$ cat config.mk
export PLATFORM = sky130hd
export DESIGN_NAME = alu_flat
export DESIGN_NICKNAME = d
export VERILOG_FILES = /design/src/rtl/alu_if.sv /design/src/rtl/alu.sv /design/src/flat_wrapper.sv
export SDC_FILE = /design/constraint.sdc
export NUM_CORES = 1
export LEC_CHECK = 0
export BUFFER_PORTS_ARGS = -buffer_cell sky130_fd_sc_hd__buf_4
export CORE_MARGIN = 10
export CORE_UTILIZATION = 36
export DETAILED_ROUTE_END_ITERATION = 10
export PLACE_DENSITY = 0.59
export SYNTH_ARGS = -nofsm -noshare
export SYNTH_HDL_FRONTEND = slang
export SYNTH_SLANG_ARGS = --single-unit
$ cat constraint.sdc
create_clock -name clk -period 4.75 [get_ports clk]
set_clock_uncertainty 0.05 [all_clocks]
set_input_delay 0.7125 -clock clk [delete_from_list [all_inputs] [get_ports clk]]
set_output_delay 0.7125 -clock clk [all_outputs]
set_load 0.01 [all_outputs]
$ cat src/rtl/alu_if.sv
// Operand/control and result bundle for the single-cycle ALU.
// master drives operands and controls; slave (the ALU) returns result and flags.
interface alu_if #(
  parameter int WIDTH = 16,
  parameter int IMM_W = 8
);
  logic             in_valid;
  logic [WIDTH-1:0] in_a;
  logic [WIDTH-1:0] in_b;
  logic [IMM_W-1:0] imm;
  logic             imm_sel;
  logic [3:0]       alu_op;
  logic [WIDTH-1:0] result;
  logic             out_valid;
  logic             zero;
  logic             ovf;

  modport master (
    output in_valid, in_a, in_b, imm, imm_sel, alu_op,
    input  result, out_valid, zero, ovf
  );

  modport slave (
    input  in_valid, in_a, in_b, imm, imm_sel, alu_op,
    output result, out_valid, zero, ovf
  );
endinterface

$ cat src/rtl/alu.sv
// Single-cycle registered ALU with an immediate/register operand-B mux.
// Outputs hold their last values while in_valid is low; only out_valid drops.
module alu #(
  parameter int WIDTH = 16,
  parameter int IMM_W = 8
) (
  input logic   clk,
  input logic   reset,
  alu_if.slave  bus
);
  localparam logic [3:0] OP_ADD   = 4'd0;
  localparam logic [3:0] OP_SUB   = 4'd1;
  localparam logic [3:0] OP_AND   = 4'd2;
  localparam logic [3:0] OP_ORR   = 4'd3;
  localparam logic [3:0] OP_NOT   = 4'd4;
  localparam logic [3:0] OP_TCP   = 4'd5;
  localparam logic [3:0] OP_SHL   = 4'd6;
  localparam logic [3:0] OP_SHR   = 4'd7;
  localparam logic [3:0] OP_LHI   = 4'd8;
  localparam logic [3:0] OP_PASSB = 4'd9;

  logic [WIDTH-1:0] w_b;
  logic [WIDTH-1:0] w_sum;
  logic [WIDTH-1:0] w_diff;
  logic [WIDTH-1:0] w_res;
  logic             w_ovf;

  logic [WIDTH-1:0] r_result;
  logic             r_zero;
  logic             r_ovf;
  logic             r_valid;

  always_comb begin
    if (bus.imm_sel) w_b = {{(WIDTH-IMM_W){bus.imm[IMM_W-1]}}, bus.imm};
    else             w_b = bus.in_b;
  end

  assign w_sum  = bus.in_a + w_b;
  assign w_diff = bus.in_a - w_b;

  always_comb begin
    w_res = '0;
    w_ovf = 1'b0;
    case (bus.alu_op)
      OP_ADD: begin
        w_res = w_sum;
        w_ovf = (bus.in_a[WIDTH-1] == w_b[WIDTH-1]) &&
                (w_sum[WIDTH-1] != bus.in_a[WIDTH-1]);
      end
      OP_SUB: begin
        w_res = w_diff;
        w_ovf = (bus.in_a[WIDTH-1] != w_b[WIDTH-1]) &&
                (w_diff[WIDTH-1] != bus.in_a[WIDTH-1]);
      end
      OP_AND:   w_res = bus.in_a & w_b;
      OP_ORR:   w_res = bus.in_a | w_b;
      OP_NOT:   w_res = ~bus.in_a;
      OP_TCP:   w_res = '0 - bus.in_a;
      OP_SHL:   w_res = {bus.in_a[WIDTH-2:0], 1'b0};
      OP_SHR:   w_res = {bus.in_a[WIDTH-1], bus.in_a[WIDTH-1:1]};
      OP_LHI:   w_res = {bus.imm, {(WIDTH-IMM_W){1'b0}}};
      OP_PASSB: w_res = w_b;
      default: begin
        w_res = '0;
        w_ovf = 1'b0;
      end
    endcase
  end

  // Flags are only loaded alongside the result, so they always describe it.
  always_ff @(posedge clk) begin
    if (reset) begin
      r_result <= '0;
      r_zero   <= 1'b1;
      r_ovf    <= 1'b0;
      r_valid  <= 1'b0;
    end else begin
      r_valid <= bus.in_valid;
      if (bus.in_valid) begin
        r_result <= w_res;
        r_zero   <= (w_res == '0);
        r_ovf    <= w_ovf;
      end
    end
  end

  assign bus.result    = r_result;
  assign bus.zero      = r_zero;
  assign bus.ovf       = r_ovf;
  assign bus.out_valid = r_valid;
endmodule

$ cat src/flat_wrapper.sv
// flat-port wrapper written by rule: the top's interface ports become plain ports
module alu_flat 
#(
  parameter int WIDTH = 16,
  parameter int IMM_W = 8
)
  (clk, reset, bus_in_valid, bus_in_a, bus_in_b, bus_imm, bus_imm_sel, bus_alu_op, bus_result, bus_out_valid, bus_zero, bus_ovf);
  alu_if #(.WIDTH(WIDTH), .IMM_W(IMM_W)) bus_i ();
  input logic clk;
  input logic reset;
  input wire logic [$bits(bus_i.in_valid)-1:0] bus_in_valid;
  input wire logic [$bits(bus_i.in_a)-1:0] bus_in_a;
  input wire logic [$bits(bus_i.in_b)-1:0] bus_in_b;
  input wire logic [$bits(bus_i.imm)-1:0] bus_imm;
  input wire logic [$bits(bus_i.imm_sel)-1:0] bus_imm_sel;
  input wire logic [$bits(bus_i.alu_op)-1:0] bus_alu_op;
  output wire logic [$bits(bus_i.result)-1:0] bus_result;
  output wire logic [$bits(bus_i.out_valid)-1:0] bus_out_valid;
  output wire logic [$bits(bus_i.zero)-1:0] bus_zero;
  output wire logic [$bits(bus_i.ovf)-1:0] bus_ovf;
  assign bus_i.in_valid = bus_in_valid;
  assign bus_i.in_a = bus_in_a;
  assign bus_i.in_b = bus_in_b;
  assign bus_i.imm = bus_imm;
  assign bus_i.imm_sel = bus_imm_sel;
  assign bus_i.alu_op = bus_alu_op;
  assign bus_result = bus_i.result;
  assign bus_out_valid = bus_i.out_valid;
  assign bus_zero = bus_i.zero;
  assign bus_ovf = bus_i.ovf;
  alu #(.WIDTH(WIDTH), .IMM_W(IMM_W)) u_core (.clk(clk), .reset(reset), .bus(bus_i));
endmodule
# Word level (Yosys, flattened, before mapping)
# Cells that the tools add are included.
dict set report word_totals {
  ff_bits 19
  out_inout_bits 19
  word_cells 30
}
dict set report classes {
  addsub 3
  eq_ne 13
  muxes 3
  bitwise 3
  n_reduce_logical 4
}
# cell count
set op_table {}
lappend op_table {{16-bit one-hot mux with 10 select lines} 1}
lappend op_table {{16-bit adder} 1}
lappend op_table {{16-bit bitwise AND} 1}
lappend op_table {{4-bit by 3-bit equality test with 1-bit output, second input constant} 4}
lappend op_table {{16-bit logical NOT} 1}
lappend op_table {{16-bit two-way mux} 1}
lappend op_table {{16-bit NOT} 1}
lappend op_table {{16-bit bitwise OR} 1}
lappend op_table {{1-bit by 16-bit subtractor with 16-bit output, first input constant} 1}
lappend op_table {{16-bit subtractor} 1}
lappend op_table {{4-bit by 2-bit equality test with 1-bit output, second input constant} 2}
lappend op_table {{4-bit equality test, second input constant} 2}
lappend op_table {{4-bit by 1-bit equality test with 1-bit output, second input constant} 1}
lappend op_table {{4-bit logical NOT} 1}
lappend op_table {{1-bit inequality test} 3}
lappend op_table {{1-bit logical AND} 2}
lappend op_table {{1-bit one-hot mux with 2 select lines} 1}
lappend op_table {{1-bit equality test} 1}

# Longest topological paths before layout
# Gate-level depths: netlist of run 1.
dict set report depth {
  ltp_word 5
  mapped_depth 15
  mapped_depth_nobuf 13
}

# Worst setup path before layout of run 1
# No wires, ideal clock.
dict set report synth_path {
  kind {input-to-reg}
  startpoint {input bus_imm_sel}
  endpoint {register u_core.r_zero (netlist: u_core.bus.zero)}
  setup_ns 0.084
  t_arrival_ns 3.931
  required_time_ns 4.616
  setup_slack_ns 0.685
  stages 15
  n_path_buf 3
  cell_sequence {buf_2 and2_1 clkbuf_1 a21o_1 inv_1 ha_1 clkbuf_1 and3_1 a221o_1 a31o_2 o21a_1 a311o_1 a211o_1 a311o_1 o31ai_2}
}
dict set report synth_via {
  elab_chain_cells 4
  word_cells_on_any_way 7
  cone_classes {add/sub: 2; mux: 2; bitwise: 2; reduce/logical: 1}
}
# element line
set synth_lines {}
lappend synth_lines {{start: declaration} flat_wrapper.sv:15} ;# input wire logic [$bits(bus_i.imm_sel)-1:0] bus_imm_sel;
lappend synth_lines {{16-bit two-way mux (*)} alu.sv:34} ;# if (bus.imm_sel) w_b = {{(WIDTH-IMM_W){bus.imm[IMM_W-1]}}, bus.imm};
lappend synth_lines {{16-bit subtractor (tied with other cells)} alu.sv:39} ;# assign w_diff = bus.in_a - w_b;
lappend synth_lines {{16-bit one-hot mux with 10 select lines (*)} alu.sv:44} ;# case (bus.alu_op)
lappend synth_lines {{16-bit logical NOT (*)} alu.sv:81} ;# r_zero <= (w_res == '0);
lappend synth_lines {{end signal: assignment} alu.sv:81}
lappend synth_lines {{end: declaration} alu.sv:29} ;# logic r_zero;
# Mark *: on every way between the ends. The rest lies on a longest branch, timed or not.
# A chain may end at the register's enable or synchronous reset.

# Worst setup path after layout of run 1
# Same ends and word-level chain as after synthesis.

==> results of run 1 <==
[power breakdown]
group | internal (uW) | leakage, uW | switching [uW]
Clock | 114 | 0.0000382 | 55.6
Combinational | 221 | 0.00200 | 326
Sequential | 173 | 0.000157 | 7.02
[metal layers]
layer,wire length [um],vias to the layer above
li1,-,2319
met1,7210,2401
met2,8290,223
met3,1000,38
met4,619,0
met5,0,-
[cell type report]
type	instances	area (um2)	area share, %
Tap cell	147	184	3.64
Multi-Input combinational cell	481	3650	72.1
Clock buffer	4	78.8	1.56
Inverter	50	188	3.71
Sequential cell	19	380	7.52
Timing Repair Buffer	77	578	11.4
[sequential cells by signal (all words and copies together), names as in the netlist]
signal,cells
u_core.bus.result,16
u_core.bus.zero,1
u_core.bus.ovf,1
u_core.bus.out_valid,1
[through the flow]
stage | worst slack [ns] | hold WS (ns)
after floorplan | 0.685 | 0.445
after global placement | 0.383 | 0.419
after detailed placement | 0.363 | 0.428
after CTS | 0.575 | 0.436
after global routing | 0.155 | 0.451
final | 0.521 | 0.431
[cell usage in the layout, fill, tap and decap left out, types with 8 or more instances in the layout]
cell / Yosys / routed
sky130_fd_sc_hd__ha_1: 55 / 55
sky130_fd_sc_hd__a211o_1: 10 / 10
sky130_fd_sc_hd__nor2_1: 52 / 52
sky130_fd_sc_hd__a2111oi_0: 8 / 8
sky130_fd_sc_hd__o211ai_1: 8 / 8
sky130_fd_sc_hd__a211oi_1: 16 / 16
sky130_fd_sc_hd__nand2_1: 33 / 33
sky130_fd_sc_hd__nor2b_1: 10 / 10
sky130_fd_sc_hd__xnor2_1: 15 / 15
sky130_fd_sc_hd__buf_4: 1 / 77
sky130_fd_sc_hd__dfxtp_1: 19 / 19
sky130_fd_sc_hd__a21oi_1: 28 / 28
sky130_fd_sc_hd__inv_1: 48 / 48
sky130_fd_sc_hd__mux2i_1: 11 / 11
sky130_fd_sc_hd__nor4_1: 10 / 9
sky130_fd_sc_hd__a22oi_1: 12 / 12
sky130_fd_sc_hd__nor3_1: 23 / 23
sky130_fd_sc_hd__o21ai_0: 21 / 21
[logic make-up (layout without fill, tap and decap cells)]
logic type               Yosys count  count (layout)  share of synthesized area [%]
AO/OA/AOI/OAI                    190             190                           32.5
XOR/XNOR                          19              19                           3.78
adder cells (fa/ha/maj)           57              57                           16.6
buffers and inverters             99             131                           8.96
flip-flops                        19              19                           8.65
multiplexers                      17              17                           4.55
AND/OR/NAND/NOR                  198             198                           25.1
[worst min-delay path by stage]
stage | startpoint | cells past startpoint | slack (ns) | to
2_1_floorplan | u_core.bus.result[2] | 2 | 0.45 | u_core.bus.result[2]
3_3_place_gp | u_core.bus.result[2] | 2 | 0.42 | u_core.bus.result[2]
3_5_place_dp | u_core.bus.result[10] | 2 | 0.43 | u_core.bus.result[10]
4_1_cts | u_core.bus.result[10] | 2 | 0.44 | u_core.bus.result[10]
5_1_grt | u_core.bus.result[7] | 2 | 0.45 | u_core.bus.result[7]
6_report | u_core.bus.result[10] | 2 | 0.43 | u_core.bus.result[10]
[worst max-delay path, stage by stage]
cell                        delay [ns]
sky130_fd_sc_hd__buf_4            0.16
sky130_fd_sc_hd__and2_1           0.43
sky130_fd_sc_hd__a21oi_1          0.18
sky130_fd_sc_hd__ha_1             0.58
sky130_fd_sc_hd__and3_1           0.26
sky130_fd_sc_hd__nand3_1          0.14
sky130_fd_sc_hd__a211oi_1         0.51
sky130_fd_sc_hd__o41ai_1          0.15
sky130_fd_sc_hd__a2111oi_2        0.32
sky130_fd_sc_hd__a21oi_1          0.12
sky130_fd_sc_hd__or4_1            0.55
sky130_fd_sc_hd__o31ai_2          0.21
==> impl_summary.md, run 1 <==
CTS
After clock tree synthesis, the clock-pin slew on the worst setup and hold paths is 0.05 ns. The clock latency reported for the late side of the worst-skew pair is 0.24 ns. The number of gates resized after CTS was 0. The TritonCTS sink count is 19. The longest clock path from root to sink contains 2 buffers. The number of CTS-inserted buffers is 3. Hold repair after CTS inserted 0 buffers.

The CTS root buffer is sky130_fd_sc_hd__clkbuf_16. The number of H-tree levels is 1. After clock tree synthesis, the setup repair step added 0 buffers. The clock tree from TritonCTS is built.

Global route
The met3 usage in global routing is 2.30%. The total global routing track utilization is 19.6%. The met1 track demand over resource in global routing is 24.5%. The via count of the first global-routing pass came to 4854. For met2 alone, demand over resource in global routing was 34.0%. The remaining global-route overflow is 0.

The largest net degree at the start of global routing is 31. The number of antenna violations at the first check in global routing came to 0. The layer flagged by global routing as most heavily used is met2.

The first global-routing pass estimated 27000 um of wire.

Power and ir drop
The maximum vdd drop is 0.000109 V. The design draws 896 uW. The power per cell area is 177 mW/mm2. The static power due to leakage is 0.00219 uW.

Worst setup path
The most critical setup path has its endpoint at u_core.bus.zero. The critical path launch point type is an input pin. In this run the worst setup path begins at bus_imm_sel. The arrival time at the worst endpoint is 4.34 ns.

The worst register-to-register path has a setup slack of 3.98 ns. For the worst setup path, the data required time is 4.86 ns. The launch point of the worst reg-to-reg path is u_core.bus.result[4]. The worst register-to-register path has a depth of 2.

In this run the worst path has a maximum fanout of 14. The worst reg2reg path endpoint is u_core.bus.result[4]. The worst setup path is captured at a flop. The critical path class is in2reg.

Placed design
The number of placed instances, taps included, is 774. The weighted congestion reported at the end of routability-driven placement is 0.986. In this run the tool buffered the top-level ports with 66 buffer cells. The cell area after placement is 0.00498 mm2.

The placed wire-length estimate is 13300 um.

Cells and area
The net total in the final layout is 737. The repair_antennas step left the layout with diodes totalling 0. The number of fill cells in the layout is 1231.

The count of non-filler cells in the finished layout is 778. Compared with the post-synthesis result, the final layout area differs by 15.0%. Measured on the finished design, the core utilization comes to 42.1%. The final instance area is 0.00506 mm2. In the final layout, the share of cells above drive strength 1 is 17.1%.

Die
The floorplan core area is 0.0120 mm2. The vertical extent of the die is 131 um. The starting density of the core is 36.6%. The number of top-level design ports is 67.

From left edge to right edge, the die measures 131 um. The area enclosed by the die boundary is 0.0170 mm2. After floorplanning, the core was divided into 40 placement rows.

Logic synthesis
The main flop type after synthesis is sky130_fd_sc_hd__dfxtp_1. The commonest cells after synthesis are sky130_fd_sc_hd__ha_1 (55), sky130_fd_sc_hd__nor2_1 (52), sky130_fd_sc_hd__inv_1 (48), sky130_fd_sc_hd__clkbuf_1 (40), sky130_fd_sc_hd__nand2_1 (33). The fraction of synthesis flops using an asynchronous set or reset pin is 0%.

The number of synthesized register bits is 19. Sequential cells were found to cover 8.65% of the synthesized design area. The top cell type by area accounts for 15.6% of the synthesized area.

In this run the mean area of a mapped cell was 7.34 um2. Counting every net in the synthesized netlist gives 704. sky130_fd_sc_hd__ha_1 is the most common cell in the netlist. In the synthesized netlist, the number of instances is 599. In this run the cell area of the synthesized design comes to 0.00440 mm2. By area the synthesized netlist is led by sky130_fd_sc_hd__ha_1 (16%), sky130_fd_sc_hd__dfxtp_1 (8.6%), sky130_fd_sc_hd__nor2_1 (4.4%). Summed over all instances, the cell type with the most area after synthesis is sky130_fd_sc_hd__ha_1. Yosys mapped the design onto 77 distinct sky130hd cell types.

The total number of yosys warnings is 0. The number of enable flip-flop cells after synthesis is 0.

Routing
The number of violations reported at the end of detailed-routing iteration 0 is 505. The routed design has 17100 um of wire. The length of the first detailed-routing pass in iterations is 5. The remaining antenna violation count after routing is 0. The detailed router placed 4981 vias in this run. After detailed routing, the number of remaining DRC violations is 0. The number of vias per cell after detailed routing is 6.40. After detailed routing, the average wire length per cell comes to 22.0 um.

STA
For the pin with the worst max-slew slack, the measured transition is 1.04 ns. The final number of setup-violating endpoints is 0. The post-route minimum period is 4.23 ns. The final critical path takes up 89.0% of the cycle. The achievable frequency is 236 MHz. The total negative slack for setup checks is 0 ns. Measured against its own limit, the worst slew margin works out to 28.9%. Setup repair after global routing left no endpoint under its margin.

The final hold violation count is 0. The count of final max-slew check failures is 0.

Min path
The path category of the worst min-delay check is reg2reg.

Flow run
The max-cap violation count is 0.

Run status
The flow ran to the end, and the final reports show no timing, DRC or antenna violations.
No activity file was read; power rests on OpenSTA's default activity.
==> inputs of run 2 (changes only) <==
- ABC_AREA: unset -> 1
==> run 2 against run 1 <==
Effect of this change:
- first-iteration DRC count up 42%
- design area increased by 5.0%
- cell count up 43%
- routed wire length fell by 0.48%
- setup slack gained 0.66 ns
- sequential share of layout area down 0.36 points
- critical path depth grew 7
- maximum frequency up 19%
- via count grew 14%
- register-to-register slack lost 0.08 ns
- worst hold slack lost 0.0017 ns
- largest power group unchanged
==> impl_summary.md, run 2 <==
Run status
The flow ran to the end, and the final reports show no timing, DRC or antenna violations.

Logic synthesis
In the post-synthesis netlist, the biggest area contributors are sky130_fd_sc_hd__nand2_1 (22%), sky130_fd_sc_hd__ha_1 (15%), sky130_fd_sc_hd__nand3_1 (12%). Of the post-synthesis cell area, the part taken by muxes is 0%. The largest area contributor in the netlist is sky130_fd_sc_hd__nand2_1. Summing the areas of all fa, ha and maj instances in the mapped netlist gives 15.8% of the synthesized area. The number of synthesized register bits is 19. The fraction of synthesis flops using an asynchronous set or reset pin is 0%. The compound-cell area share of the yosys netlist is 12.1%. After synthesis the cells add up to 0.00460 mm2. The Yosys step of the flow raised 0 warnings. The mean area per synthesized cell is 5.20 um2.

Summed over its instances, the top area cell type makes up 22.3% of the synthesized netlist area. Sequential elements use 8.26% of the synthesized area. Of the total synthesized cell area, the portion taken by AND, OR, NAND and NOR gates is 49.2%. The main flop type after synthesis is sky130_fd_sc_hd__dfxtp_1. Sorting the synthesized cells by how often they occur yields sky130_fd_sc_hd__nand2_1 (274), sky130_fd_sc_hd__inv_1 (133), sky130_fd_sc_hd__nor2_1 (130), sky130_fd_sc_hd__nand3_1 (106), sky130_fd_sc_hd__ha_1 (55). In the post-synthesis netlist, the cell with the most instances is sky130_fd_sc_hd__nand2_1.

Counting every net in the synthesized netlist gives 990. The synthesized netlist devotes 0.951% of its cell area to XOR and XNOR gates. Synthesis handed over a netlist of 885 instances. The dominant combinational cell family by area after synthesis is simple AND/OR/NAND/NOR gates.

The netlist uses 34 different library cells. Counting flops with a built-in enable in the synthesized netlist gives 0.

CTS
The clock tree from TritonCTS is built. The number of CTS-inserted buffers is 3. Buffers added to address setup during post-CTS repair amount to 0. After clock tree synthesis, the repair step resized 0 gates. Clock-pin slew was measured on the worst setup and hold paths at 0.05 ns.

The maximum buffer depth of the clock tree is 2. CTS built an H-tree with a depth of 1. The clock latency reported for the late side of the worst-skew pair is 0.25 ns. The number of hold buffers added after CTS was 0. The CTS root buffer is sky130_fd_sc_hd__clkbuf_16. The TritonCTS sink count is 19.

Power and ir drop
VDD sags by at most 0.000119 V. The static power due to leakage is 0.00293 uW. The internal portion of the total power is 470 uW. The net switching fraction of the power is 47.1%. The part of the total power dissipated in sequential elements is 20.0%.

Dividing total power by cell area gives a power density of 168 mW/mm2. For this design the total switching power over the nets is 420 uW. In this run, the combinational gates consume 60.6% of the power. The share of total power dissipated in the clock network is 19.4%.

STA
The worst-case headroom to the max-slew limit is 16.4%. The final hold violation count is 0. Based on the critical path, the design can be clocked at up to 280 MHz. The total negative slack for setup checks is 0 ns. The actual transition at the worst max-transition pin is 1.25 ns. Setup repair after global routing left no endpoint under its margin. For the finished layout, the period the worst path requires is 3.57 ns.

Setup violations remaining at the end of the flow were counted as 0. The part of the cycle the worst path needs is 75.1%. The count of final max-slew check failures is 0.

Cells and area
Counting the fill cells in the layout gives 1409. The net total in the final layout is 1043. Leaving out fill and tap cells, the most frequent cell in the layout is sky130_fd_sc_hd__nand2_1. The number of antenna repair diodes is 0.

Relative to the synthesized area, the layout overhead comes to 15.4%. Of the cells placed in the final design, the portion with a size suffix greater than 1 is 8.64%. In the layout the commonest cells are sky130_fd_sc_hd__nand2_1 (274), sky130_fd_sc_hd__inv_1 (133), sky130_fd_sc_hd__nor2_1 (130). The utilization of the core after routing is 42.3%. The flip-flop count of the largest register after layout is 16.

Die
The vertical extent of the die is 133 um. The number of placement rows is 41. The horizontal die dimension is 133 um. The floorplan step defined a die boundary enclosing 0.0177 mm2. During I/O placement, the number of pins put on the boundary was 67. The floorplan core area is 0.0126 mm2. The starting density of the core is 36.6%.

Routing
After detailed routing, the average wire length per cell comes to 15.4 um. The length of the first detailed-routing pass in iterations is 6. The routed wire length is 17000 um. Dividing the detail-routed via count by the number of cells gives 5.11. In the routed design, unresolved DRC markers number 0. Once detail routing completed, the nets flagged for antenna violations numbered 0. The overall via count from detail_route is 5664. The number of violations reported at the end of detailed-routing iteration 0 is 716.

Flow run
The max-cap violation count is 0.

Worst setup path
The worst setup path is captured at a flop. The delay of the slowest cell on the worst path is 0.59 ns. Traced cell by cell, the critical path runs through buf_4 -> inv_2 -> o21ai_0 -> ha_1 -> inv_1 -> fa_1 -> nor2_1 -> nand2_1 -> nand2_1 -> nand3_1 -> nand3_1 -> nand2_1 -> nand3_1 -> nand3_1 -> nor2_1 -> nand2_1 -> nor2_1 -> nand2_1 -> nand2_1. The last element of the critical path is u_core.bus.zero. Among all stages on the critical path, the largest delay is contributed by sky130_fd_sc_hd__o21ai_0. The kind of cell with the highest combined delay along the critical path is simple AND/OR/NAND/NOR gates. The most numerous cell type found on the critical path is sky130_fd_sc_hd__nand2_1. At the worst endpoint, the required time is 4.89 ns. The launch point of the worst reg-to-reg path is u_core.bus.result[2]. The reg-to-reg setup timing slack is 3.90 ns.

The number of buffers and inverters on the critical path is 3. By startpoint and endpoint, the worst setup path is classified as in2reg. At the worst endpoint, the arrival time is 3.71 ns.

The number of stages on the worst setup path is 19. The worst reg2reg path endpoint is u_core.bus.result[2]. In this run the worst setup path begins at bus_imm_sel.

The critical path launch point type is an input pin. The largest fanout of any net on the critical path is 16. The number of cells on the worst reg-to-reg path is 3.

Placed design
The congestion estimate from routability-driven global placement came to 0.921. The wire-length estimate of the detail-placed layout is 14100 um. The number of port buffers is 66.

Global route
The first global-routing pass estimated 26900 um of wire. The largest net degree at the start of global routing is 26. The number of antenna violations at the first check in global routing is 0. The via count of the first global-routing pass is 5155. The remaining global-route overflow is 0. Across every metal layer, demand over resource in global routing totals 18.2%.

Min path
In this run the worst hold path is classified as reg2reg.
[run 2: cells by family after synthesis]
kind of cell             Yosys count
adder cells (fa/ha/maj)           57
buffers and inverters            159
XOR/XNOR                           5
AO/OA/AOI/OAI                    102
AND/OR/NAND/NOR                  543
flip-flops                        19
[run 2: per-layer routing]
layer / up-vias / part of all wire (%) / GRT usage (%)
met1: 2514 / 43 / 24.0
met3: 20 / 6.8 / 1.24
met5: - / 0 / 0
met2: 232 / 48 / 32.0
met4: 0 / 1.7 / 3.14
li1: 2898 / - / -
[run 2: per-stage QoR]
stage / std cells / setup WS [ns] / total power [uW] / hold WS (ns) / instance area, um2
after CTS: 1109 / 1.24 / 884 / 0.437 / 5310
after global routing: 1109 / 0.952 / 964 / 0.451 / 5310
after detailed placement: 1105 / 0.983 / 710 / 0.423 / 5230
after floorplan: 885 / 1.74 / 533 / 0.452 / 4600
final: 1109 / 1.18 / 890 / 0.429 / 5310
after global placement: 1105 / 0.951 / 713 / 0.422 / 5230
[run 2: cell type report]
type,instances,area (um2),area share [%]
tap,172,215,4.05
timing repair buffer,71,533,10.0
clock buffer,4,78.8,1.48
sequential,19,380,7.16
inverter,136,510,9.61
multi-input combinational,707,3590,67.7
[run 2: power groups by stage]
| stage | Sequential (uW) | Clock, uW | Combinational (uW) |
|---|---|---|---|
| floorplan | 186 | 0 | 347 |
| global placement | 181 | 0 | 533 |
| detailed placement | 181 | 0 | 529 |
| CTS | 178 | 174 | 532 |
| global route | 179 | 181 | 604 |
| finish | 178 | 173 | 539 |
[run 2: worst min-delay path by stage]
| stage | cells after the start | startpoint | end |
|---|---|---|---|
| 3_5_place_dp | 2 | u_core.bus.zero | u_core.bus.zero |
| 5_1_grt | 2 | u_core.bus.zero | u_core.bus.zero |
| 4_1_cts | 2 | u_core.bus.zero | u_core.bus.zero |
| 6_report | 2 | u_core.bus.zero | u_core.bus.zero |
| 2_1_floorplan | 2 | u_core.bus.zero | u_core.bus.zero |
| 3_3_place_gp | 2 | u_core.bus.zero | u_core.bus.zero |
[run 2: worst reg2reg max path, cell delays in order, from the launching register on]
cell and delay (ns):
sky130_fd_sc_hd__dfxtp_1 0.33, sky130_fd_sc_hd__o21ai_0 0.07, sky130_fd_sc_hd__or2_2 0.30, sky130_fd_sc_hd__inv_1 0.05
